===== src/rtl/mult_rr_scheduler.sv =====
// Round-robin scheduler sharing one fixed-latency pipelined multiplier between NREQ requesters.
// Tracks issued ops with a tag pipe and returns each product to its originator with a strobe.
module mult_rr_scheduler #(
    parameter int unsigned SIZE  = 8,
    parameter int unsigned LEVEL = 4,
    parameter int unsigned NREQ  = 4
) (
    input  logic                          clk,
    input  logic                          rst,
    input  logic [NREQ-1:0]               req_valid,
    input  logic [NREQ*SIZE-1:0]          req_a,
    input  logic [NREQ*SIZE-1:0]          req_b,
    output logic [NREQ-1:0]               req_ready,
    output logic [SIZE-1:0]               mult_a,
    output logic [SIZE-1:0]               mult_b,
    input  logic [2*SIZE-1:0]             mult_pdt,
    output logic [NREQ-1:0]               rsp_valid,
    output logic [2*SIZE-1:0]             rsp_pdt,
    output logic [$clog2(LEVEL+2)-1:0]    inflight
);
    localparam int unsigned LAT = LEVEL + 1;
    localparam int unsigned IW  = $clog2(NREQ);
    localparam int unsigned CW  = $clog2(LAT + 1);

    logic [IW-1:0]  ptr;
    logic           grant;
    logic [IW-1:0]  gnt_id;
    logic [IW-1:0]  idx;
    logic [LAT-1:0] tag_vld;
    logic [IW-1:0]  tag_id [LAT];
    logic           done;

    // First valid requester at or after ptr, with wrap; suppressed while in reset.
    always_comb begin
        grant  = 1'b0;
        gnt_id = '0;
        idx    = '0;
        for (int unsigned off = 0; off < NREQ; off++) begin
            idx = IW'((32'(ptr) + off) % NREQ);
            if (!grant && req_valid[idx]) begin
                grant  = 1'b1;
                gnt_id = idx;
            end
        end
        if (rst) begin
            grant = 1'b0;
        end
    end

    assign req_ready = grant ? (NREQ'(1) << gnt_id) : '0;
    assign mult_a    = grant ? req_a[32'(gnt_id)*SIZE +: SIZE] : '0;
    assign mult_b    = grant ? req_b[32'(gnt_id)*SIZE +: SIZE] : '0;
    assign done      = tag_vld[LAT-1];

    // Tag pipe mirrors the multiplier depth so the id lines up with its product.
    always_ff @(posedge clk) begin
        if (rst) begin
            tag_vld <= '0;
            for (int unsigned k = 0; k < LAT; k++) begin
                tag_id[k] <= '0;
            end
        end else begin
            tag_vld   <= {tag_vld[LAT-2:0], grant};
            tag_id[0] <= gnt_id;
            for (int unsigned k = 1; k < LAT; k++) begin
                tag_id[k] <= tag_id[k-1];
            end
        end
    end

    always_ff @(posedge clk) begin
        if (rst) begin
            ptr       <= '0;
            rsp_valid <= '0;
            rsp_pdt   <= '0;
            inflight  <= '0;
        end else begin
            rsp_valid <= done ? (NREQ'(1) << tag_id[LAT-1]) : '0;
            if (done) begin
                rsp_pdt <= mult_pdt;
            end
            if (grant && !done) begin
                inflight <= inflight + CW'(1);
            end else if (!grant && done) begin
                inflight <= inflight - CW'(1);
            end
            if (grant) begin
                ptr <= (gnt_id == IW'(NREQ - 1)) ? '0 : gnt_id + IW'(1);
            end
        end
    end
endmodule


===== config.mk =====
export PLATFORM = sky130hd
export DESIGN_NAME = mult_rr_scheduler
export DESIGN_NICKNAME = d
export VERILOG_FILES = /design/src/rtl/mult_rr_scheduler.sv
export SDC_FILE = /design/constraint.sdc
export NUM_CORES = 1
export LEC_CHECK = 0
export BUFFER_PORTS_ARGS = -buffer_cell sky130_fd_sc_hd__buf_2
export CAP_MARGIN = 20
export CORE_UTILIZATION = 46
export CTS_CLUSTER_DIAMETER = 100
export DETAILED_ROUTE_END_ITERATION = 7
export PLACE_DENSITY_LB_ADDON = 0.3
export SKIP_LAST_GASP = 1
export SLEW_MARGIN = 10
export SYNTH_ARGS = -nofsm -noshare
export SYNTH_HDL_FRONTEND = slang
export SYNTH_SLANG_ARGS = --single-unit

===== constraint.sdc =====
create_clock -name clk -period 5.3 [get_ports clk]
set_input_delay 1.06 -clock clk [delete_from_list [all_inputs] [get_ports clk]]
set_output_delay 1.06 -clock clk [all_outputs]
set_load 0.01 [all_outputs]

==> results of run 1 <==
[area by class of cell]
class	count	area [um2]	share of cell area
repair buffers	129	648.1	0.2350
clock buffers	7	86.33	0.03131
well taps	52	65.06	0.02359
flip-flops and latches	40	800.8	0.2904
inverters	8	30.03	0.01089
clock inverters	1	7.507	0.002722
multi-input cells	135	1120	0.4061
[per-layer routing]
layer / global-route usage / wire length [um]
met5: 0 / 0
met3: 0.04942 / 309
met2: 0.3150 / 2020
met4: 0.07483 / 77
met1: 0.1993 / 1689
[cell usage in the layout, fill, tap and decap left out, drive strengths merged]
cell type / Yosys / final
clkbuf: 3 / 7
clkinvlp: 0 / 1
inv: 8 / 8
nor4: 2 / 2
nand2: 3 / 3
a211oi: 2 / 2
dfxtp: 40 / 40
ha: 5 / 5
nor2b: 12 / 12
and2: 4 / 4
o22ai: 17 / 17
a21o: 1 / 1
or3: 1 / 1
mux2i: 50 / 50
a21oi: 4 / 4
and3: 1 / 1
nor2: 25 / 25
nand2b: 2 / 2
fa: 1 / 1
xor2: 2 / 2
nor4b: 1 / 1
o22a: 1 / 1
o21ai: 1 / 1
buf: 9 / 129
[logic make-up (layout without fill, tap and decap cells)]
family | Yosys count | count (layout) | share of synthesized area
buffers and inverters | 20 | 145 | 0.07590
AO/OA/AOI/OAI | 26 | 26 | 0.1102
AND/OR/NAND/NOR | 51 | 51 | 0.1392
adder cells (fa/ha/maj) | 6 | 6 | 0.03976
multiplexers | 50 | 50 | 0.2410
flip-flops | 40 | 40 | 0.3855
XOR/XNOR | 2 | 2 | 0.008435
[registers in the layout, indices dropped and copies added, names as in the netlist]
name	count
inflight	3
ptr	2
rsp_pdt	16
rsp_valid	4
tag_id	10
tag_vld	5
[worst max-delay path, stage by stage]
cell and delay, ps:
buf_2 130, a21o_1 170, a21oi_1 130, o22a_2 370
buf_4 410, mux2i_1 280, o22ai_2 90, buf_2 140
[power breakdown]
part,switching (W),total [W],internal [W]
registers,0.0000106,0.000325,0.000314
clock network,0.0000949,0.000200,0.000106
logic,0.000121,0.000238,0.000117
[final timing paths]
| path | startpoint | to | slack [ps] | cells after the start |
|---|---|---|---|---|
| max | req_valid[0] | mult_b[1] | 1440 | 8 |
| min | tag_id[0][5]$_SDFF_PP0_ | tag_id[0][7]$_SDFF_PP0_ | 440 | 1 |
| max reg2reg | tag_vld[4]$_SDFF_PP0_ | inflight[2]$_SDFFE_PP0P_ | 3060 | 7 |
| min reg2reg | tag_id[0][5]$_SDFF_PP0_ | tag_id[0][7]$_SDFF_PP0_ | 440 | 1 |
[per-stage QoR]
step / instance area, um2 / hold slack (ps) / util
6_report: 2758 / 437.5 / 0.6333
5_1_grt: 2758 / 453.3 / 0.6333
4_1_cts: 2758 / 443.5 / 0.6333
3_5_place_dp: 2664 / 426.0 / 0.6118
3_3_place_gp: 2664 / 416.4 / 0.6118
2_1_floorplan: 2077 / 413.8 / -
==> impl_metrics.ini, run 1 <==
[outcome]
status = completed

[global_routing]
grt_usage = 0.1781
grt_pass1_wl_mm = 7.107
grt_pass1_vias = 1704
grt_overflow = 0
grt_max_degree = 40
antenna_found_initial = 0

[synth]
syn_nets = 287
synth_top_area_cell = dfxtp_1
synth_edf_count = 0
yosysMostFrequentCell = mux2i_1
yosys.area.top_type_share = 0.3855
ys.flop_type = dfxtp_1
synth_seq_cells = 40
async_flop_share = 0
synth_warnings = 0
synth.avg_cell_area_um2 = 10.65
synthCells = 195
synth_cell_type_count = 33
syn_area_mm2 = 0.002077
synth.area.top_cells = dfxtp_1 (39%), mux2i_1 (24%), o22ai_2 (4.8%)
yosys-top-cells-count = mux2i_1 (50), dfxtp_1 (40), nor2_1 (24), nor2b_1 (12), o22ai_1 (9)
synth-seq-area-share = 0.3855

[clocking]
cts-buffers-inserted = 5
insertion_delay_ps = 280
clockBufferDepth = 2
holdBufCountCts = 0
clkTransAtPathRegs_ps = 70
cts_tree = done
clock_sinks = 40
cts_resized = 0
post_cts_buffers = 0
h-tree-depth = 2
cts_root_buf = clkbuf_8

[placement]
gp_congestion = 0.7401
hpwl_mm = 3.191
dp_slack_ps = 1433
port_buffers = 128
placedCellCount = 364

[power_and_ir_drop]
ir_drop_uv = 141.8
leakage_nw = 1.378
p_total_w = 0.0007634
p_per_area_mw_per_mm2 = 276.8

[drt]
initialDrtViolationCount = 34
num_vias = 1801
wl_mm = 4.097
drc = 0
post_drt_via_cell_ratio = 4.841
dr.pass1.iters = 5
wire_per_inst_um = 11.01
route.antenna.remaining_nets = 0

[sta]
rsz0062_at_grt = no
final_hold_viol_count = 0
finalSetupViolCount = 0
fin_ws_ps = 1443
tightest_slew_ps = 894.8
finalCritPeriodShare = 0.7277
final.setup.tns_ps = 0
max-slew-margin-rel = 0.4026
period_minus_slack_ps = 3857
max_freq_mhz = 259.3
maxSlewViolCount = 0
fin_worst_skew_ps = 5.050

[final_layout]
stdcell_count = 372
area_delta_synth_final_pct = 32.77
nNetsFinal = 411
antenna_cells = 0
num-fill-cells = 360
drive_gt1_frac = 0.4750

[die]
rows = 24
start_util = 0.4770
core_area_mm2 = 0.004354
die_x_um = 69.20
dieArea_mm2 = 0.004788
fp.dieH_um = 69.20
io_pins = 129

[flow_run]
max-cap-violations = 0

[setup_path]
crit_required_ps = 4240
critPathLaunchType = input pin
critical_path_arrival_ps = 2800
worst_setup_path_end_kind = primary output
crit_type = in2out
cp_max_fo = 23

[hold_path]
worstHoldPathType = reg2reg
Power figures use the tool's default switching activity.
==> run 2, diff against run 1 <==
- CORE_UTILIZATION: 46 -> 43
- clock period: 5.3 -> 3.9 ns (I/O delays scaled with it)
==> run 2 against run 1 <==
Against the previous run: final cell count rose by 0.54%; first-iteration DRC count rose by 76%; combinational power rose by 37%; clock power rose by 73%; clock-buffer cell count fell by 1; sequential share of layout area fell by 0.44 points; clock skew rose by 3.3 ps; die area rose by 6.8%; core utilization fell by 1.2 points; largest cell class unchanged; largest power group unchanged.
==> impl_metrics.ini, run 2 (synthesis results as in run 1) <==
[outcome]
status = completed

[global_routing]
grt_pass1_vias = 1715
grt_pass1_wl_mm = 7.017
grt_util_met3 = 0.05485
grt_busiest_layer = met2
grt_max_degree = 39
antenna_found_initial = 0
grt_usage = 0.1751
grtUsageMet1 = 0.1740
grt_overflow = 0
met2_usage = 0.3291

[sta]
final_hold_viol_count = 0
max_freq_mhz = 314.4
fin_ws_ps = 719.6
fin_worst_skew_ps = 8.393
max-slew-margin-rel = 0.6635
tightest_slew_ps = 504.8
final.setup.tns_ps = 0
finalCritPeriodShare = 0.8155
hold_ws_ps = 435.2
maxSlewViolCount = 0
period_minus_slack_ps = 3180
finalSetupViolCount = 0
rsz0062_at_grt = no

[placement]
dp_slack_ps = 709.6
gp_congestion = 0.9004
hpwl_mm = 3.331
dpl_cell_area_mm2 = 0.002679
port_buffers = 128

[drt]
route.antenna.remaining_nets = 0
wl_mm = 4.383
dr.pass1.iters = 5
wire_per_inst_um = 11.72
post_drt_via_cell_ratio = 4.856
initialDrtViolationCount = 60
num_vias = 1816
drc = 0

[final_layout]
utilization = 0.6217
final_cell_mix = buf_2 (128), mux2i_1 (50), dfxtp_1 (40)
reg_top3 = rsp_pdt: 16 flops, tag_id: 10 flops, tag_vld: 5 flops
drive_gt1_frac = 0.4814
nNetsFinal = 413
area_delta_synth_final_pct = 34.82
final_common_cell = buf_2
antenna_cells = 0
largest_reg_flops = 16
largest-register = rsp_pdt
finalInstanceArea_mm2 = 0.002800

[setup_path]
critPathLaunchType = input pin
slowest_stage = buf_4
cp_num_buf_inv = 3
crit_type = in2out
worst_setup_path_end_kind = primary output
worstPathCellList = buf_2 > a21o_1 > a21oi_1 > o22a_2 > buf_4 > mux2i_1 > o22ai_2 > buf_2
cpMostUsedCell = buf_2
crit_required_ps = 3120
cpPeakStageDelay_ps = 440
cp_max_fo = 32
critical_path_arrival_ps = 2400
cpLargestDelayFamily = buffers and inverters

[clocking]
h-tree-depth = 2
cts_root_buf = clkbuf_8
cts_tree = done
clock_sinks = 40
insertion_delay_ps = 290
clkTransAtPathRegs_ps = 80
post_cts_buffers = 0
cts-buffers-inserted = 5
cts_resized = 0
clockBufferDepth = 2
holdBufCountCts = 0

[die]
fp.dieH_um = 71.50
rows = 24
die_x_um = 71.50
dieArea_mm2 = 0.005112
io_pins = 129
start_util = 0.4611
core_area_mm2 = 0.004504

[power_and_ir_drop]
p_per_area_mw_per_mm2 = 397.7
ir_drop_uv = 174.8
leakage_nw = 1.406

[hold_path]
worstHoldPathType = reg2reg

[flow_run]
max-cap-violations = 0
## run 2: stage by stage
stage / power [W] / cells
floorplan: 0.0007055 / 195
CTS: 0.001131 / 374
detailed placement: 0.0007791 / 366
global placement: 0.0007739 / 366
finish: 0.001114 / 374
global route: 0.001179 / 374
## run 2: path summary, 6_finish.rpt
kind	from	to	slack [ps]	cells after the start
setup / recovery	req_valid[0]	mult_a[6]	720	8
hold / removal	tag_id[0][2]$_SDFF_PP0_	tag_id[0][4]$_SDFF_PP0_	440	1
setup reg to reg	tag_vld[4]$_SDFF_PP0_	inflight[2]$_SDFFE_PP0P_	1950	8
hold reg to reg	tag_id[0][2]$_SDFF_PP0_	tag_id[0][4]$_SDFF_PP0_	440	1
## run 2: per-layer routing
layer	routed length (um)	up-vias
met4	111	0
met2	2167	92
met5	0	-
met3	294	10
met1	1809	787
li1	-	927
## run 2: power breakdown
part	internal, W	switching, W
Clock	0.000209	0.000137
Sequential	0.000427	0.0000135
Combinational	0.000160	0.000167
Total	0.000796	0.000317
## run 2: area by class of cell
cell class                 instances  area, um2
multi-input combinational        135       1120
timing repair buffer             131      663.1
inverter                           8      30.03
tap                               52      65.06
clock inverter                     2      38.79
sequential                        40      800.8
clock buffer                       6      82.58
fill                             378       1704
